<file path="src/rtl/bp_cfg_seq_loader.sv">
// Runtime configuration sequencer. Walks a table of (addr, data) entries and
// writes it to every core over the cfg bus, either as one broadcast pass to the
// all-ones core id or as one pass per core. It can optionally read back and
// compare every entry on every core, and it captures the first mismatch.
//
// Ports:
//   clk_i, reset_n_i        clock, asynchronous active-low reset
//   start_i                 begin a load sequence (honoured in IDLE/DONE only)
//   table_addr_i/_data_i    packed entry table, entry 0 in the LSBs
//   cfg_v_o .. cfg_data_o   cfg request; accepted on cfg_v_o & cfg_ready_i
//   cfg_ready_i             request accept
//   cfg_rdata_v_i/_i        read response
//   busy_o, done_o          sequence status (done_o held in DONE)
//   error_o                 sticky verify mismatch
//   err_core_o/err_entry_o  location of the first mismatch
module bp_cfg_seq_loader #(
    parameter int unsigned num_core_p       = 4,
    parameter int unsigned cfg_core_width_p = 8,
    parameter int unsigned cfg_addr_width_p = 16,
    parameter int unsigned cfg_data_width_p = 32,
    parameter int unsigned num_entries_p    = 4,
    parameter bit          broadcast_p      = 1'b0,
    parameter bit          verify_p         = 1'b1,
    localparam int unsigned entry_width_lp  = (num_entries_p > 1) ? $clog2(num_entries_p) : 1
) (
    input  logic                                      clk_i,
    input  logic                                      reset_n_i,
    input  logic                                      start_i,
    input  logic [num_entries_p*cfg_addr_width_p-1:0] table_addr_i,
    input  logic [num_entries_p*cfg_data_width_p-1:0] table_data_i,
    output logic                                      cfg_v_o,
    output logic                                      cfg_w_v_o,
    output logic [cfg_core_width_p-1:0]               cfg_core_o,
    output logic [cfg_addr_width_p-1:0]               cfg_addr_o,
    output logic [cfg_data_width_p-1:0]               cfg_data_o,
    input  logic                                      cfg_ready_i,
    input  logic                                      cfg_rdata_v_i,
    input  logic [cfg_data_width_p-1:0]               cfg_rdata_i,
    output logic                                      busy_o,
    output logic                                      done_o,
    output logic                                      error_o,
    output logic [cfg_core_width_p-1:0]               err_core_o,
    output logic [entry_width_lp-1:0]                 err_entry_o
);

    typedef enum logic [2:0] {
        StIdle,
        StWrite,
        StRead,
        StWaitRdata,
        StDone
    } state_e;

    state_e                        state_q, state_d;
    logic [cfg_core_width_p-1:0]   core_q, core_d;
    logic [entry_width_lp-1:0]     entry_q, entry_d;
    logic                          error_q, error_d;
    logic [cfg_core_width_p-1:0]   err_core_q, err_core_d;
    logic [entry_width_lp-1:0]     err_entry_q, err_entry_d;

    logic [cfg_addr_width_p-1:0]   cur_addr;
    logic [cfg_data_width_p-1:0]   cur_data;
    logic                          last_entry;
    logic                          last_core;

    assign cur_addr   = table_addr_i[entry_q*cfg_addr_width_p +: cfg_addr_width_p];
    assign cur_data   = table_data_i[entry_q*cfg_data_width_p +: cfg_data_width_p];
    assign last_entry = (entry_q == entry_width_lp'(num_entries_p - 1));
    assign last_core  = (core_q == cfg_core_width_p'(num_core_p - 1));

    always_ff @(posedge clk_i or negedge reset_n_i) begin
        if (!reset_n_i) begin
            state_q     <= StIdle;
            core_q      <= '0;
            entry_q     <= '0;
            error_q     <= 1'b0;
            err_core_q  <= '0;
            err_entry_q <= '0;
        end else begin
            state_q     <= state_d;
            core_q      <= core_d;
            entry_q     <= entry_d;
            error_q     <= error_d;
            err_core_q  <= err_core_d;
            err_entry_q <= err_entry_d;
        end
    end

    always_comb begin
        state_d     = state_q;
        core_d      = core_q;
        entry_d     = entry_q;
        error_d     = error_q;
        err_core_d  = err_core_q;
        err_entry_d = err_entry_q;
        unique case (state_q)
            StIdle, StDone: begin
                if (start_i) begin
                    state_d     = StWrite;
                    core_d      = '0;
                    entry_d     = '0;
                    error_d     = 1'b0;
                    err_core_d  = '0;
                    err_entry_d = '0;
                end
            end
            StWrite: begin
                if (cfg_ready_i) begin
                    if (last_entry) begin
                        entry_d = '0;
                        if (broadcast_p) begin
                            // The broadcast pass is verified core by core from core 0.
                            core_d  = '0;
                            state_d = verify_p ? StRead : StDone;
                        end else if (verify_p) begin
                            state_d = StRead;
                        end else if (last_core) begin
                            core_d  = '0;
                            state_d = StDone;
                        end else begin
                            core_d = core_q + 1'b1;
                        end
                    end else begin
                        entry_d = entry_q + 1'b1;
                    end
                end
            end
            StRead: begin
                if (cfg_ready_i) begin
                    state_d = StWaitRdata;
                end
            end
            StWaitRdata: begin
                if (cfg_rdata_v_i) begin
                    // Only the first mismatch is captured; the sequence carries on.
                    if ((cfg_rdata_i != cur_data) && !error_q) begin
                        error_d     = 1'b1;
                        err_core_d  = core_q;
                        err_entry_d = entry_q;
                    end
                    if (!last_entry) begin
                        entry_d = entry_q + 1'b1;
                        state_d = StRead;
                    end else begin
                        entry_d = '0;
                        if (last_core) begin
                            core_d  = '0;
                            state_d = StDone;
                        end else begin
                            core_d  = core_q + 1'b1;
                            state_d = broadcast_p ? StRead : StWrite;
                        end
                    end
                end
            end
            default: state_d = StIdle;
        endcase
    end

    // Outputs decode registered state only, so they drop as soon as reset asserts.
    always_comb begin
        cfg_v_o    = (state_q == StWrite) || (state_q == StRead);
        cfg_w_v_o  = (state_q == StWrite);
        cfg_core_o = '0;
        cfg_addr_o = '0;
        cfg_data_o = '0;
        if (cfg_v_o) begin
            cfg_core_o = (cfg_w_v_o && broadcast_p) ? '1 : core_q;
            cfg_addr_o = cur_addr;
        end
        if (cfg_w_v_o) begin
            cfg_data_o = cur_data;
        end
    end

    assign busy_o      = (state_q == StWrite) || (state_q == StRead) || (state_q == StWaitRdata);
    assign done_o      = (state_q == StDone);
    assign error_o     = error_q;
    assign err_core_o  = err_core_q;
    assign err_entry_o = err_entry_q;

endmodule
</file>
<file path="config.mk">
export PLATFORM = sky130hd
export DESIGN_NAME = bp_cfg_seq_loader
export DESIGN_NICKNAME = d
export VERILOG_FILES = /design/src/rtl/bp_cfg_seq_loader.sv
export SDC_FILE = /design/constraint.sdc
export NUM_CORES = 1
export LEC_CHECK = 0
export CAP_MARGIN = 20
export CORE_AREA = 2 2 117 119
export CTS_CLUSTER_SIZE = 30
export DETAILED_ROUTE_END_ITERATION = 7
export DIE_AREA = 0 0 119 121
export PLACE_DENSITY_LB_ADDON = 0.08
export SLEW_MARGIN = 10
export SYNTH_ARGS = -nofsm -noshare
export SYNTH_HDL_FRONTEND = slang
export SYNTH_SLANG_ARGS = --single-unit
</file>
<file path="constraint.sdc">
create_clock -name clk_i -period 2.16 [get_ports clk_i]
set_input_delay 0.216 -clock clk_i [delete_from_list [all_inputs] [get_ports clk_i]]
set_output_delay 0.216 -clock clk_i [all_outputs]
set_load 0.05 [all_outputs]
</file>
==> metrics list, run 1 <==
* Outcome: complete, but fails checks
- Violated checks: setup timing
- For this run, asynchronously set or reset flops after synthesis account for 100%.
* Post-synthesis sequential element count: 24
- Summed instance area of the synthesized netlist: 0.00319 sq mm
- For this run, design rule violations remaining after detail routing come to 0.
- Summed over all cells, the static leakage comes to ~0.0029 uW.
* Net count, final: approximately 860
- For this block, the initial DRC count from the detailed router was roughly 130.
* Floorplan die height: 121 microns
- H-tree Lvls: 1
* Number of flops mapped to enable cells by yosys: 0
- Global routing used roughly 22% of the available tracks.
- Number of buffers inserted by port buffering: 299
- Relative contribution of sequential cells to total power: a little over 7%
* Cell count after placement: 782
- Summed over all nets, wire length on met2 after detailed routing comes to 9170 microns.
- 300 I/O pins were placed.
* Half-perimeter wire length after detailed placement: around 14000 microns
* CTS clk-pin slew, worst paths: 0.06 ns
* Via count of the first global-routing pass: between 4000 and 5000
- In this run the top signal layer used is met4.
- Clock period minus worst slack: 2.63 ns
* Total number of yosys warnings: 0
- Counting stages on the worst path, the most repeated cell is buf_12.
- Largest fanout on the critical path: 8
* Starting density of the core: 24.3%
* Antenna violations before repair: 1
- # rows: 42
* Worst Hold Slack: between 0.4 and 0.5 ns
* Remaining antenna violation count after routing: 0
- CTS tree: built
* Largest vdd supply drop: 674 uV
* Crit start category: flop
- The worst pin sits at a relative slew slack of 48.7%.
- Across all setup checks in the final design, the least slack found is -0.471 ns.
* Mapped Avg Cell Area: approximately 11 sq um
* Class of the worst hold path: input port to async pin
- Post-synthesis sequential area ratio: 18.9%
- Slowest cell on the critical path: dfrtp_4
- Global-route wire length before repair: approximately 25000 microns
* Switching fraction of total power: 48.2%
* Global placement routability congestion: roughly 0.9
- Number of vias per cell after detailed routing: 4.77
- The total count of max-transition violations in the final report came to 0.
- Synthesis produced a netlist with a net count of about 530.
- Highest achievable clock rate: between 0.3 and 0.4 GHz
- Power per cell area: ~1200 mW/mm^2
- Internal power: approximately 4500 uW
- In the final routing, the length of wire on met1 measures 6280 microns.
- The total overflow left after global routing is 0.
- CP cell instances: buf_12, buf_12, mux4_2, xor2_2, nor4_4, nand4_4, o211ai_4, o2bb2ai_2
- Maximum number of pins on one net before global-route repair: 34
* Die area: 0.0144 sq mm
- In this run, CTS created clock tree buffers numbering 3.
* Post-route insts no fill: 804
- Most common flop cell mapped by yosys: dfrtp_1
* Total clock sinks: 24
* Clock skew after layout: 0.00113 ns
* Number of buffers on the longest clock path: 2
- Summed over all nets, the switching power comes to 4220 uW.
* Clock power frac: ~4.9%
* Root Buffer Master: clkbuf_16
- Crit-path max cell delay: roughly 0.5 ns
- In the final routed layout, each cell accounts on average for 21.1 microns.
- Horizontal die dimension: 119 microns
- Final worst path period share: 122%
* Setup repair after global routing missed its margin: yes
- Setup violations remaining at the end of the flow were counted as 26.
- Proportion of layout cells with a drive suffix above 1: 33.0%
- At the worst endpoint, the required time is approximately 2.3 ns.
* CP Capture Type: flop
* DR pass1 iterations: 4
* Comb pwr share: around 90%
* Max-cap viol count: 0
- Synthesis produced 300 cells.
- Area growth from synthesis to final layout: 137%
- Total wirelength of the detailed-routed design: 17000 microns
* Data arrival time of the critical path: 2.81 ns
- Wire length on met3: 1250 microns
* Number of library cell types mapped by synthesis: 40
- Clock latency reported for the late side of the worst-skew pair: ~0.25 ns
* Hold Violations, Final: 0
- Hold repair after CTS inserted 0 buffers.
* Total via count in the routed design: 3835
- In this run the standard cell core region covers between 0.01 and 0.015 sq mm.
- Slew of the pin with the lowest slew margin: approximately 0.77 ns
- Category of the most critical setup path: flop to flop
[area by class of cell]
| class | instances | area [sq um] |
|---|---|---|
| Fill cell | 1123 | 5540 |
| Timing Repair Buffer | 340 | 3920 |
| Tap cell | 176 | 220 |
| Antenna cell | 1 | 2.50 |
| Inverter | 14 | 52.6 |
| Multi-Input combinational cell | 245 | 2650 |
| Sequential cell | 24 | 607 |
| Clock buffer | 4 | 88.8 |
[kinds of logic after synthesis]
| kind of cell | synth area share, % |
|---|---|
| XOR/XNOR | 9.62 |
| AND/OR/NAND/NOR | 22.9 |
| buffers and inverters | 4.91 |
| multiplexers | 35.0 |
| flip-flops | 18.9 |
| AO/OA/AOI/OAI | 7.97 |
| adder cells (fa/ha/maj) | 0.785 |
[per-layer routing]
metal  vias to the layer above  global-route usage, %
li1                       1776                      -
met1                      1891                   25.3
met2                       150                   42.6
met3                        18                   6.16
met4                         0                   4.09
met5                         -                      0
[critical path, delay by kind of cell, from the launching register on]
kind / cells / cell delay [ns]
xor+xnor: 1 / 0.19
buf+inv: 2 / 0.28
mux: 1 / 0.47
simple gates: 2 / 0.60
flops: 1 / 0.50
compound gates: 2 / 0.52
[registers in the layout, summed over array words and instances (netlist names)]
name and cells:
entry_q 2, core_q 8, err_entry_o 2, error_o 1, err_core_o 8, state_q 3
[placed cells by master, fill, tap and decap left out, drive strengths merged, types with 2 or more instances in the layout]
cell           netlist  routed
nand4                4       4
nor2                17      17
clkbuf               9       6
nand3                8       8
o21ai               15      16
dfrtp               24      24
buf                 10      99
xor2                33      33
nor4                 9       9
and3                 2       2
mux2                 2       2
mux4                48      48
nor3                 5       5
o211ai               1       2
a21oi                2       2
and2                27      27
nand2               10      10
clkdlybuf4s50        0     239
ha                   2       2
nor2b               33      33
nand2b               2       2
o2bb2ai             10      10
xnor2                2       2
inv                 14      14
[metrics by stage]
stage	total power [uW]	setup TNS [ns]	setup slack [ns]	util [%]	instance area [sq um]
floorplan	4640	-1.41	-0.140	-	3210
CTS	8080	-5.20	-0.487	54.7	7160
global route	9190	-9.77	-0.588	57.6	7540
finish	8750	-7.61	-0.471	57.6	7540
global placement	7370	-5.30	-0.499	52.9	6920
detailed placement	7410	-6.21	-0.592	52.9	6920
[power by group through the flow]
stage | clock network (uW) | registers [uW] | logic (uW)
6_report | 429 | 618 | 7700
5_1_grt | 466 | 630 | 8100
4_1_cts | 441 | 623 | 7020
3_5_place_dp | 0 | 630 | 6780
3_3_place_gp | 0 | 627 | 6740
2_1_floorplan | 0 | 633 | 4000
[cells in the mapped netlist, drive strengths merged, types with 2 or more instances]
master	count	area share [%]
clkbuf	9	1.1
xor2	33	9.1
and2	27	5.3
dfrtp	24	19
nand2	10	1.2
xnor2	2	0.55
nand2b	2	0.39
buf	10	2.2
nor2	17	2.0
mux4	48	34
ha	2	0.79
and3	2	0.39
inv	14	1.6
nor4	9	2.9
o2bb2ai	10	2.7
nor3	5	0.79
o21ai	15	2.7
nand4	4	1.2
mux2	2	0.71
nand3	8	1.3
nor2b	33	6.5
a21oi	2	0.31
[worst paths after layout]
kind	from	endpoint	slack (ns)	cells past startpoint
worst max-delay path	entry_q[0]$_DFFE_PN0P_	err_core_o[7]$_DFFE_PN0P_	-0.47	8
worst min-delay path	reset_n_i	core_q[4]$_DFFE_PN0P_	0.41	1
worst max register to register	entry_q[0]$_DFFE_PN0P_	err_core_o[7]$_DFFE_PN0P_	-0.47	8
worst min register to register	core_q[3]$_DFFE_PN0P_	core_q[3]$_DFFE_PN0P_	0.51	1
max in group asynchronous	reset_n_i	state_q[0]$_DFFE_PN0P_	1.14	2
min in group clk_i	core_q[3]$_DFFE_PN0P_	core_q[3]$_DFFE_PN0P_	0.51	1
[what timing repair did]
item | CTS | global route
cloned | 3 | 2
pin swaps | 5 | 18
setup endpoints to repair | 19 | 62
gates resized for setup | 10 | 67
hold endpoints to repair | 0 | 0
buffers inserted | 5 | 8
(Power assumes the default switching activity.)
==> inputs of run 2 (changes only) <==
Settings changed: PLACE_DENSITY_LB_ADDON 0.08 to 0.3.
==> run 2 against run 1 <==
The flow still finishes with violations (setup timing). Global-route usage down 0.10 points. Largest power group unchanged. Sequential share of layout area hardly changed. Clock skew increased by 0.0040 ns. Via count grew 0.42%.
==> metrics list, run 2 (same netlist as run 1, synthesis figures left out) <==
* Setup slack of the critical path after layout: -0.451 ns (was -0.471 ns)
* Slew of the pin with the lowest slew margin: 0.785 ns (was 0.767 ns)
* Highest achievable clock rate: 0.383 GHz (was 0.380 GHz)
- The worst-case clock skew came to 0.00514 ns (was 0.00113 ns).
- The count of antenna-violating nets left after detailed routing is 0 (unchanged).
* Total Power Consumption: 9070 uW (was 8750 uW)
* H-tree Lvls: 1 (unchanged)
* Setup repair after global routing missed its margin: yes (unchanged)
- Antenna violations before repair: 0 (was 1)
- DR pass1 iterations: 4 (unchanged)
* Number of CTS-inserted buffers: 3 (unchanged)
* Clock period minus worst slack: 2.61 ns (was 2.63 ns)
- First DRT Iteration DRCs: 171 (was 131)
- Root Buffer Master: clkbuf_16 (unchanged)
- Tot GR Track Use: 22.4% (was 22.5%)
- Number of vias per cell after detailed routing: 4.78 (was 4.77)
- Total count of max-transition violations in the final report: 0 (unchanged)
- The worst reg2reg path endpoint is err_core_o[3]$_DFFE_PN0P_ (was err_core_o[7]$_DFFE_PN0P_).
* Horizontal die dimension: 119 microns (unchanged)
- Final worst path period share: 121% (was 122%)
- The clock tree buffer depth is 2 (unchanged).
- Total via count in the routed design: 3851 (was 3835)
- Total clock sinks: 24 (unchanged)
- Max-cap viol count: 0 (unchanged)
- The number of hold violations in the final report came to 0 (unchanged).
- The CTS tree was built (unchanged).
- The floorplan core area was 0.0131 sq mm (unchanged).
- Most frequent cells in the layout: 239 x clkdlybuf4s50_1, 51 x buf_12, 48 x mux4_2, 33 x xor2_1, 32 x nor2b_1 (was 239 x clkdlybuf4s50_1, 48 x mux4_2, 46 x buf_12, 30 x nor2b_1, 30 x xor2_1)
- The placed wire-length estimate was 13800 microns (was 13900 microns).
- Max-Slew Margin vs Limit: 47.5% (was 48.7%)
- The power density of the placed cells came to 1200 mW/mm^2 (was 1160 mW/mm^2).
* GRT Residual Overflow: 0 (unchanged)
- Boundary pin count: 300 (unchanged)
- The worst-case reg-to-reg path depth is 9 (was 8).
- Floorplan die height: 121 microns (unchanged)
- The placer congestion estimate was 0.906 (was 0.887).
- The clock transition at the registers of the reported paths is 0.07 ns (was 0.06 ns).
* Required time at the worst-slack endpoint: 2.35 ns (was 2.34 ns)
* Total Neg Setup Slack: -5.22 ns (was -7.61 ns)
- Reg2Reg Launch Point: entry_q[0]$_DFFE_PN0P_ (unchanged)
- The first-pass GRT wire length came to 24800 microns (about the same).
- The total detailed-routing wirelength is 16800 microns (was 17000 microns).
* Outcome: complete, but fails checks (unchanged)
- The via count of the first global-routing pass was 4211 (was 4025).
- The startpoint type of the worst setup path is a flop (unchanged).
- Largest vdd supply drop: 550 uV (was 674 uV)
* Total area of multi-input combinational cells: 0.00262 sq mm (was 0.00265 sq mm)
* Die area: 0.0144 sq mm (unchanged)
- Net count, final: 861 (was 859)
* Filler instances: 1061 (was 1123)
- The starting utilization of the core area was 24.3% (unchanged).
- The number of diodes came to 0 (was 1).
- # rows: 42 (unchanged)
- The worst hold slack across all endpoints is 0.406 ns (was 0.414 ns).
- The cell leakage power came to 0.00288 uW (was 0.00287 uW).
- The count of final setup violators was 21 (was 26).
* Per-cell routed wire length: 20.9 microns (was 21.1 microns)
- The synthesis-to-finish area growth is 138% (was 137%).
- The kind of capture point of the worst setup path is a flop (unchanged).
- The insertion delay of the later-clocked pin in the worst-skew pair came to 0.27 ns (was 0.25 ns).
* Violated checks: setup timing (unchanged)
* Category of the most critical setup path: flop to flop (unchanged)
* Number of buffers inserted by port buffering: 299 (unchanged)
- Minimum setup slack among reg-to-reg paths: -0.45 ns (was -0.47 ns)
* Data arrival time of the critical path: 2.80 ns (was 2.81 ns)
- The area of all sequential standard cells came to 608 sq um (was 607 sq um).
* Most common cell after layout, fill and taps aside: clkdlybuf4s50_1 (unchanged)
* DRC Markers: 0 (unchanged)
- The path category of the worst min-delay check was input port to async pin (unchanged).
* Maximum number of pins on one net before global-route repair: 34 (unchanged)
- Proportion of layout cells with a drive suffix above 1: 32.8% (was 33.0%)
- The peak fanout along the critical path came to 11 (was 8).
==> run 2: how the worst max path moves through the flow <==
stage,from,end,slack (ns),cells past startpoint
after floorplan,entry_q[0]$_DFFE_PN0P_,err_entry_o[1]$_DFFE_PN0P_,-0.14,8
after global placement,entry_q[0]$_DFFE_PN0P_,err_entry_o[1]$_DFFE_PN0P_,-0.42,8
after detailed placement,entry_q[0]$_DFFE_PN0P_,err_core_o[4]$_DFFE_PN0P_,-0.50,8
after CTS,entry_q[0]$_DFFE_PN0P_,err_core_o[7]$_DFFE_PN0P_,-0.48,7
after global routing,entry_q[0]$_DFFE_PN0P_,err_core_o[3]$_DFFE_PN0P_,-0.54,8
final,entry_q[0]$_DFFE_PN0P_,err_core_o[3]$_DFFE_PN0P_,-0.45,9
==> run 2: timing repair <==
item / 4_1_cts / 5_1_grt
resized for setup: 36 / 52
pin swaps: 8 / 24
setup buffers: 5 / 13
hold buffers: 0 / 0
endpoints found under the setup margin: 31 / 46
cloned: 3 / 1
==> run 2: cell type report <==
class                           count  area share [%]
Clock buffer                        3           0.992
Clock inverter                      1           0.397
Inverter                           14           0.777
Timing Repair Buffer              342            52.3
Tap cell                          176            2.91
Sequential cell                    24            8.03
Multi-Input combinational cell    245            34.6
==> run 2: power by group <==
group	total [uW]	internal (uW)	switching, uW
logic	7850	3880	3970
registers	666	523	143
clock network	546	369	177
total	9070	4770	4290
==> run 2: worst max-delay path, stage by stage, from the launching register on <==
cell and delay (ns):
dfrtp_4 0.47, buf_12 0.17, buf_4 0.12, mux4_2 0.50, xor2_1 0.18, nor4_2 0.29, nand4_2 0.15, buf_6 0.18
o211ai_4 0.32, o2bb2ai_2 0.15
==> run 2: through the flow <==
step / util, % / instances / instance area (sq um) / setup WS [ns]
3_3_place_gp: 52.9 / 781 / 6930 / -0.416
5_1_grt: 57.9 / 805 / 7570 / -0.538
2_1_floorplan: - / 300 / 3210 / -0.140
4_1_cts: 55.5 / 793 / 7270 / -0.477
6_report: 57.9 / 805 / 7570 / -0.451
3_5_place_dp: 52.9 / 781 / 6930 / -0.504
==> run 2: metal layers <==
layer / global-route usage [%] / routed length, microns
met1: 27.2 / 6530
met5: 0 / 0
met2: 41.7 / 8930
met4: 3.57 / 237
met3: 4.14 / 1090
